### src/rtl/ysyx_23060236_mtime_reader_if.sv
// rtl/ysyx_23060236_mtime_reader_if.sv - AXI4-Lite read channel (AR/R) between the mtime reader and the CLINT
interface ysyx_23060236_mtime_reader_if;
  logic [31:0] araddr;
  logic        arvalid;
  logic        arready;
  logic [31:0] rdata;
  logic [1:0]  rresp;
  logic        rvalid;
  logic        rready;

  modport master (
    output araddr, arvalid, rready,
    input  arready, rdata, rresp, rvalid
  );

  modport slave (
    input  araddr, arvalid, rready,
    output arready, rdata, rresp, rvalid
  );
endinterface

### src/rtl/ysyx_23060236_mtime_reader.sv
// rtl/ysyx_23060236_mtime_reader.sv - fetches 64-bit mtime as two 32-bit AXI4-Lite beats without tearing
// YSYX_23060236_MTIME_CONSISTENT_EN: hi-lo-hi sequence with bounded retry; undefined: single lo-hi pass.
module ysyx_23060236_mtime_reader #(
  parameter logic [31:0] BASE_ADDR = 32'h0200_0000,
  parameter int unsigned MAX_RETRY = 3
) (
  input  logic        clock,
  input  logic        reset,
  input  logic        req_valid,
  output logic        req_ready,
  output logic        resp_valid,
  input  logic        resp_ready,
  output logic [63:0] resp_data,
  output logic        resp_err,
  ysyx_23060236_mtime_reader_if.master bus
);

  localparam logic [31:0] ADDR_HI = BASE_ADDR + 32'd4;

  localparam logic [2:0] S_IDLE   = 3'd0;
  localparam logic [2:0] S_AR_HI1 = 3'd1;
  localparam logic [2:0] S_R_HI1  = 3'd2;
  localparam logic [2:0] S_AR_LO  = 3'd3;
  localparam logic [2:0] S_R_LO   = 3'd4;
`ifdef YSYX_23060236_MTIME_CONSISTENT_EN
  localparam logic [2:0] S_AR_HI2 = 3'd5;
  localparam logic [2:0] S_R_HI2  = 3'd6;
  localparam logic [2:0] S_FIRST  = S_AR_HI1;
`else
  localparam logic [2:0] S_FIRST  = S_AR_LO;
`endif
  localparam logic [2:0] S_DONE   = 3'd7;

  if (MAX_RETRY < 1 || MAX_RETRY > 15) begin : g_bad_max_retry
    $error("MAX_RETRY must lie in 1..15");
  end

  logic [2:0]  state;
  logic [2:0]  state_nxt;
  logic [31:0] lo_q;
  logic        r_fire;
  logic        r_bad;
  logic        done_set;
  logic [63:0] done_data;
  logic        done_err;

  assign r_fire = bus.rvalid & bus.rready;
  assign r_bad  = bus.rresp != 2'b00;

`ifdef YSYX_23060236_MTIME_CONSISTENT_EN
  localparam logic [3:0] RETRY_LIMIT = 4'(MAX_RETRY);

  logic [31:0] hi1_q;
  logic [3:0]  retry_cnt;
  logic        hi_match;
  logic        can_retry;

  // rdata is the second hi sample; comparing it live avoids a separate hi2 register.
  assign hi_match  = bus.rdata == hi1_q;
  assign can_retry = retry_cnt < RETRY_LIMIT;
`endif

  always_comb begin
    state_nxt = state;
    done_data = 64'd0;
    done_err  = 1'b0;
    case (state)
      S_IDLE: begin
        if (req_valid) state_nxt = S_FIRST;
      end
      S_AR_HI1: begin
        if (bus.arready) state_nxt = S_R_HI1;
      end
      S_R_HI1: begin
        if (r_fire) begin
          if (r_bad) begin
            state_nxt = S_DONE;
            done_err  = 1'b1;
          end else begin
`ifdef YSYX_23060236_MTIME_CONSISTENT_EN
            state_nxt = S_AR_LO;
`else
            state_nxt = S_DONE;
            done_data = {bus.rdata, lo_q};
`endif
          end
        end
      end
      S_AR_LO: begin
        if (bus.arready) state_nxt = S_R_LO;
      end
      S_R_LO: begin
        if (r_fire) begin
          if (r_bad) begin
            state_nxt = S_DONE;
            done_err  = 1'b1;
          end else begin
`ifdef YSYX_23060236_MTIME_CONSISTENT_EN
            state_nxt = S_AR_HI2;
`else
            state_nxt = S_AR_HI1;
`endif
          end
        end
      end
`ifdef YSYX_23060236_MTIME_CONSISTENT_EN
      S_AR_HI2: begin
        if (bus.arready) state_nxt = S_R_HI2;
      end
      S_R_HI2: begin
        if (r_fire) begin
          if (r_bad) begin
            state_nxt = S_DONE;
            done_err  = 1'b1;
          end else if (hi_match) begin
            state_nxt = S_DONE;
            done_data = {hi1_q, lo_q};
          end else if (can_retry) begin
            state_nxt = S_AR_LO;
          end else begin
            state_nxt = S_DONE;
            done_data = {bus.rdata, lo_q};
            done_err  = 1'b1;
          end
        end
      end
`endif
      S_DONE: begin
        if (resp_ready) state_nxt = S_IDLE;
      end
      default: state_nxt = S_IDLE;
    endcase
  end

  assign done_set = (state_nxt == S_DONE) && (state != S_DONE);

  always_ff @(posedge clock) begin
    if (reset) begin
      state     <= S_IDLE;
      lo_q      <= 32'd0;
      resp_data <= 64'd0;
      resp_err  <= 1'b0;
    end else begin
      state <= state_nxt;
      if (done_set) begin
        resp_data <= done_data;
        resp_err  <= done_err;
      end
      if (r_fire && !r_bad && state == S_R_LO) lo_q <= bus.rdata;
    end
  end

`ifdef YSYX_23060236_MTIME_CONSISTENT_EN
  always_ff @(posedge clock) begin
    if (reset) begin
      hi1_q     <= 32'd0;
      retry_cnt <= 4'd0;
    end else begin
      if (state == S_IDLE && req_valid) retry_cnt <= 4'd0;
      if (r_fire && !r_bad && state == S_R_HI1) hi1_q <= bus.rdata;
      // A mismatching hi2 becomes the reference for the next lo/hi pair.
      if (r_fire && !r_bad && state == S_R_HI2 && !hi_match && can_retry) begin
        hi1_q     <= bus.rdata;
        retry_cnt <= (retry_cnt == 4'hF) ? 4'hF : retry_cnt + 4'd1;
      end
    end
  end

  assign bus.arvalid = (state == S_AR_HI1) || (state == S_AR_LO) || (state == S_AR_HI2);
  assign bus.rready  = (state == S_R_HI1) || (state == S_R_LO) || (state == S_R_HI2);
  assign bus.araddr  = ((state == S_AR_HI1) || (state == S_AR_HI2)) ? ADDR_HI : BASE_ADDR;
`else
  assign bus.arvalid = (state == S_AR_HI1) || (state == S_AR_LO);
  assign bus.rready  = (state == S_R_HI1) || (state == S_R_LO);
  assign bus.araddr  = (state == S_AR_HI1) ? ADDR_HI : BASE_ADDR;
`endif

  assign req_ready  = state == S_IDLE;
  assign resp_valid = state == S_DONE;

endmodule

### src/flat_wrapper.sv
// flat-port wrapper written by rule: the top's interface ports become plain ports
module ysyx_23060236_mtime_reader_flat 
#(
  parameter logic [31:0] BASE_ADDR = 32'h0200_0000,
  parameter int unsigned MAX_RETRY = 3
)
  (clock, reset, req_valid, req_ready, resp_valid, resp_ready, resp_data, resp_err, bus_araddr, bus_arvalid, bus_rready, bus_arready, bus_rdata, bus_rresp, bus_rvalid);
  ysyx_23060236_mtime_reader_if bus_i ();
  input  logic clock;
  input  logic reset;
  input  logic req_valid;
  output logic req_ready;
  output logic resp_valid;
  input  logic resp_ready;
  output logic [63:0] resp_data;
  output logic resp_err;
  output wire logic [$bits(bus_i.araddr)-1:0] bus_araddr;
  output wire logic [$bits(bus_i.arvalid)-1:0] bus_arvalid;
  output wire logic [$bits(bus_i.rready)-1:0] bus_rready;
  input wire logic [$bits(bus_i.arready)-1:0] bus_arready;
  input wire logic [$bits(bus_i.rdata)-1:0] bus_rdata;
  input wire logic [$bits(bus_i.rresp)-1:0] bus_rresp;
  input wire logic [$bits(bus_i.rvalid)-1:0] bus_rvalid;
  assign bus_araddr = bus_i.araddr;
  assign bus_arvalid = bus_i.arvalid;
  assign bus_rready = bus_i.rready;
  assign bus_i.arready = bus_arready;
  assign bus_i.rdata = bus_rdata;
  assign bus_i.rresp = bus_rresp;
  assign bus_i.rvalid = bus_rvalid;
  ysyx_23060236_mtime_reader #(.BASE_ADDR(BASE_ADDR), .MAX_RETRY(MAX_RETRY)) u_core (.clock(clock), .reset(reset), .req_valid(req_valid), .req_ready(req_ready), .resp_valid(resp_valid), .resp_ready(resp_ready), .resp_data(resp_data), .resp_err(resp_err), .bus(bus_i));
endmodule
### config.mk
export PLATFORM = sky130hd
export DESIGN_NAME = ysyx_23060236_mtime_reader_flat
export DESIGN_NICKNAME = d
export VERILOG_FILES = /design/src/rtl/ysyx_23060236_mtime_reader_if.sv /design/src/rtl/ysyx_23060236_mtime_reader.sv /design/src/flat_wrapper.sv
export SDC_FILE = /design/constraint.sdc
export NUM_CORES = 1
export LEC_CHECK = 0
export CAP_MARGIN = 20
export CORE_AREA = 5 5 104 106
export DETAILED_ROUTE_END_ITERATION = 12
export DIE_AREA = 0 0 109 111
export PLACE_DENSITY = 0.88
export SYNTH_ARGS = -nofsm -noshare
export SYNTH_HDL_FRONTEND = slang
export SYNTH_SLANG_ARGS = --single-unit
### constraint.sdc
create_clock -name clock -period 2.1 [get_ports clock]
set_input_delay 0.63 -clock clock [delete_from_list [all_inputs] [get_ports clock]]
set_output_delay 0.63 -clock clock [all_outputs]
set_load 0.02 [all_outputs]
# Word-level counts from Yosys, hierarchy flattened
# Index checks and enable logic that the tools add are counted.
dict set report word_totals {
  regBits 100
  inputBits 40
  output_inout_bits 101
  elab_cells 36
}
dict set report classes {
  eq_ne 7
  muxes 15
  n_bitwise 1
  reduce_logical 9
}
# cell n
set op_table {}
lappend op_table {{$mux 64} 3}
lappend op_table {{$mux 3} 8}
lappend op_table {{$pmux 3 s6} 1}
lappend op_table {{$eq 3x3->1 const B} 3}
lappend op_table {{$eq 3x2->1 const B} 2}
lappend op_table {{$eq 3x1->1 const B} 1}
lappend op_table {{$logic_and 1x1->1} 3}
lappend op_table {{$logic_not 3->1} 1}
lappend op_table {{$mux 1} 3}
lappend op_table {{$ne 3x3->1 const B} 1}
lappend op_table {{$logic_or 1x1->1} 2}
lappend op_table {{$reduce_bool 2->1} 1}
lappend op_table {{$reduce_or 2->1} 1}
lappend op_table {{$and 1x1->1} 1}
lappend op_table {{$logic_not 1->1} 1}

# Longest topological paths before layout
dict set report logic_depth {
  depth_word 7
  depth_mapped 7
  ltp_nobuf 4
}

# Worst setup path after synthesis
# No wires, ideal clock.
dict set report synth_path {
  kind {register -> output}
  startpoint {reg u_core.state[0]}
  endpoint {out bus_araddr[2]}
  t_arrival_ps 1287
  required_ps 1470
  slack_ps 183
  path_stages_with_launch 4
  n_path_buf 1
  path_cell_list {dfxtp_1 buf_2 and2b_1 nor2b_1}
}
dict set report synth_between {
  elab_chain_len 2
}
# element line
set synth_rtl {}
lappend synth_rtl {{start: declaration} ysyx_23060236_mtime_reader.sv:38} ;# logic [2:0] state;
lappend synth_rtl {{start signal: assignment} ysyx_23060236_mtime_reader.sv:144} ;# state <= state_nxt;
lappend synth_rtl {{$eq 3x1->1} ysyx_23060236_mtime_reader.sv:175} ;# assign bus.araddr = (state == S_AR_HI1) ? ADDR_HI : BASE_ADDR;
lappend synth_rtl {{$mux 3} ysyx_23060236_mtime_reader.sv:175}
lappend synth_rtl {{end: declaration} flat_wrapper.sv:17} ;# output wire logic [$bits(bus_i.araddr)-1:0] bus_araddr;
# Every way passes these cells.

# Worst setup path in the final report
dict set report layout_path {
  startpoint {in bus_arready}
  endpoint {reg u_core.resp_data[61]}
}
dict set report layout_between {
  elab_chain_len 4
  elab_cells_between_ends 5
  cone_classes {eq/ne: 1; mux: 3; reduce/logical: 1}
}
# element line
set layout_rtl {}
lappend layout_rtl {{start: declaration} flat_wrapper.sv:20} ;# input wire logic [$bits(bus_i.arready)-1:0] bus_arready;
lappend layout_rtl {{$mux 3 (on tied branches)} {ysyx_23060236_mtime_reader.sv:90, ysyx_23060236_mtime_reader.sv:72}}
lappend layout_rtl {{$pmux 3 s6 (*)} ysyx_23060236_mtime_reader.sv:67} ;# case (state)
lappend layout_rtl {{$eq 3x3->1 (*)} ysyx_23060236_mtime_reader.sv:135} ;# assign done_set = (state_nxt == S_DONE) && (state != S_DONE);
lappend layout_rtl {{$logic_and 1x1->1 (*)} ysyx_23060236_mtime_reader.sv:135}
lappend layout_rtl {{end signal: assignment} ysyx_23060236_mtime_reader.sv:146} ;# resp_data <= done_data;
lappend layout_rtl {{end: declaration} ysyx_23060236_mtime_reader.sv:13} ;# output logic [63:0] resp_data,
# Mark *: on every way between the ends. The rest lies on a longest branch, timed or not.
# A chain may end at the register's enable or synchronous reset.

==> metrics.cfg <==
[clock_network]
clk_pin_slew_ns = 0.10
cts_max_level = 3
clockBufferDepth = 2
cts_buffers = 9
worstSkewPairLatency_ns = 0.34
clkSinkCount = 100
tritoncts = yes
hold_buffers = 0
clockRootBuffer = clkbuf_8

[routing]
vias_per_cell = 4.82
drtAntennaViolNets = 0
drc_errors = 0
vias = 3278
wire_per_inst_um = 14.7
dr.pass1.iters = 4
first_iter_violations = 95
routed_wl_um = 10000

[cells_and_area]
layout-drive-gt1-share_pct = 18.8
antenna_cells = 0
syn2layout_area_growth_pct = 33.0
finish.net_count = 582
utilization_pct = 61.4
fillCellCount = 805

[timing]
final.setup.tns_ns = 0
final_hold_viol_count = 0
fmax_mhz = 485
finalSetupViolations = 0
skew_ns = 0.0101
drv_slew = 0
hold_ws_ns = 0.466
final.period_utilization_pct = 98.1
period_minus_slack_ns = 2.06

[power]
pwr-share-clk_pct = 31.5
p_comb_share_pct = 24.8
leakagePower_nw = 2.05
vdd_drop_max_mv = 0.432
p_sw_mw = 1.33
intPower_mw = 3.27
pwr-share-seq_pct = 43.7
finalPower_mw = 4.60
power_density_nw_per_um2 = 774
p_sw_share_pct = 29.0

[critical_path]
rr_worst_depth = 8
cp-start-kind = primary input
critPathCaptureType = flip-flop
slowest_delay_ns = 0.61
critPathSlowestCell = clkdlybuf4s50_1
r2r_setup_slack_ns = 0.24
crit_path_frequent_cell = buf_12
cp_data_required_time_ns = 2.37
r2r-start = u_core.state[1]
crit_chain = clkdlybuf4s50_1 -> mux2i_1 -> a32oi_2 -> a22oi_2 -> buf_12 -> buf_12 -> o2bb2ai_1
crit_type = in -> reg
crit_arrival_ns = 2.33
crit_family = buffers and inverters
r2r-end = u_core.resp_data[36]
cp_max_fo = 14
critical_path_buf_inv_count = 3

[grt]
use_met1_pct = 19.6
overflow = 0
grtUsageMet3_pct = 2.91
grt_usage_pct = 15.9
use_met2_pct = 27.3
grt_max_degree = 59
grt_pass1_wl_um = 15800
antenna_found_initial = 0
busiest_layer = met2
grt_pass1_vias = 3321

[floorplanning]
die_y_um = 111
coreArea_um2 = 9680
row_count = 36
start_util_pct = 46.2
die_area_um2 = 12100
ios = 141
fp.dieW_um = 109

[yosys]
synthArstFlopShare_pct = 0
synth-edff-count = 0
syn_avg_cell_area_um2 = 10.4
synthCells = 432
synth_cell_types = 41
synth_top_area_cell = dfxtp_1
synthTopCellsByCount = dfxtp_1, nand2_1, nand2b_1
syn-cell-area_um2 = 4470
ys_seq_area_share_pct = 44.7
synth_warnings = 0
synth_area_leaders = dfxtp_1, o2bb2ai_2, nand2b_1, buf_4, nand2_1
synth_ff_type = dfxtp_1
synthMostInstantiatedCell = dfxtp_1
ys_seq_elements = 100
yosysTopAreaCellShare_pct = 44.7

[hold_path]
hp-start = u_core.lo_q[1]
hp-class = reg -> reg
hold_depth = 2
hold-path-endpoint = u_core.lo_q[1]

[outcome]
run_status = complete, no violations

[placed_design]
dpl.hpwl_um = 6990
port_buffers = 109
place.gp.congestion = 0.781

[flow_run]
maxCapViolations = 0

==> registers in the layout, indices dropped and copies added (netlist names) <==
signal / count
u_core.resp_data: 64
u_core.lo_q: 32
u_core.state: 3
u_core.resp_err: 1
==> final cells by class <==
cell class / count / area [µm²] / area share [%]
flip-flops and latches: 100 / 2000 / 33.7
repair buffers: 136 / 1430 / 24.0
clock inverters: 5 / 109 / 1.83
well taps: 133 / 166 / 2.80
clock buffers: 11 / 131 / 2.21
multi-input cells: 294 / 2110 / 35.4
inverters: 1 / 3.75 / 0.0631
==> worst register-to-register path, delay by kind of cell (launching register included) <==
family | cells | cell delay (ns)
compound gates | 1 | 0.12
buf+inv | 4 | 0.71
flops | 1 | 0.39
simple gates | 3 | 0.59
==> routing by layer <==
layer / wire, µm / vias up
li1: - / 1647
met1: 4420 / 1543
met2: 4990 / 80
met3: 467 / 8
met4: 127 / 0
met5: 0 / -
==> kinds of logic after synthesis <==
logic type	Yosys count	synth area share [%]
AND/OR/NAND/NOR	150	17.8
AO/OA/AOI/OAI	109	25.5
flip-flops	100	44.7
buffers and inverters	67	10.9
XOR/XNOR	2	0.392
multiplexers	2	0.475
other	2	0.168
==> stage by stage <==
step / worst slack [ns] / cells / cell area, µm²
CTS: 0.0283 / 677 / 5870
finish: 0.0401 / 680 / 5950
floorplan: 0.183 / 461 / 4580
global placement: -0.274 / 661 / 5630
global route: -0.00300 / 680 / 5950
detailed placement: -0.349 / 661 / 5630
==> timing repair <==
item	in CTS	in global routing
gates resized for setup	6	5
cloned	0	2
setup buffers	0	1
setup endpoints to repair	5	64
pin swaps	0	2
==> power groups by stage <==
stage	sequential, mW	clock, mW	combinational [mW]
finish	2.01	1.45	1.14
global route	2.02	1.57	1.22
CTS	2.01	1.48	1.12
detailed placement	2.05	0	1.15
global placement	2.05	0	1.13
floorplan	2.07	0	0.767
==> how the worst max path moves through the flow <==
stage / start / to / slack (ns) / cells past startpoint
after floorplan: u_core.state[0] / bus_araddr[2] / 0.18 / 3
after global placement: bus_rvalid / u_core.resp_data[13] / -0.27 / 7
after detailed placement: bus_rvalid / u_core.resp_data[14] / -0.35 / 7
after CTS: u_core.state[0] / bus_araddr[2] / 0.03 / 3
after global routing: u_core.state[1] / req_ready / -0.003 / 2
final: bus_arready / u_core.resp_data[61] / 0.04 / 7
==> cells in the final DEF (no fill, tap or decap), types with 2 or more instances in the layout <==
| master | n |
|---|---|
| clkdlybuf4s50_1 | 103 |
| dfxtp_1 | 98 |
| nand2_1 | 66 |
| nand2b_1 | 66 |
| o2bb2ai_2 | 50 |
| a21oi_1 | 35 |
| conb_1 | 31 |
| buf_4 | 16 |
| o2bb2ai_1 | 14 |
| clkbuf_8 | 9 |
| buf_12 | 9 |
| nor2_1 | 4 |
| dlygate4sd2_1 | 4 |
| bufinv_16 | 3 |
| and3_1 | 2 |
| nand3_1 | 2 |
| nand3b_1 | 2 |
| clkbuf_1 | 2 |
| clkbuf_16 | 2 |
| dfxtp_2 | 2 |
(Power assumes the default switching activity.)
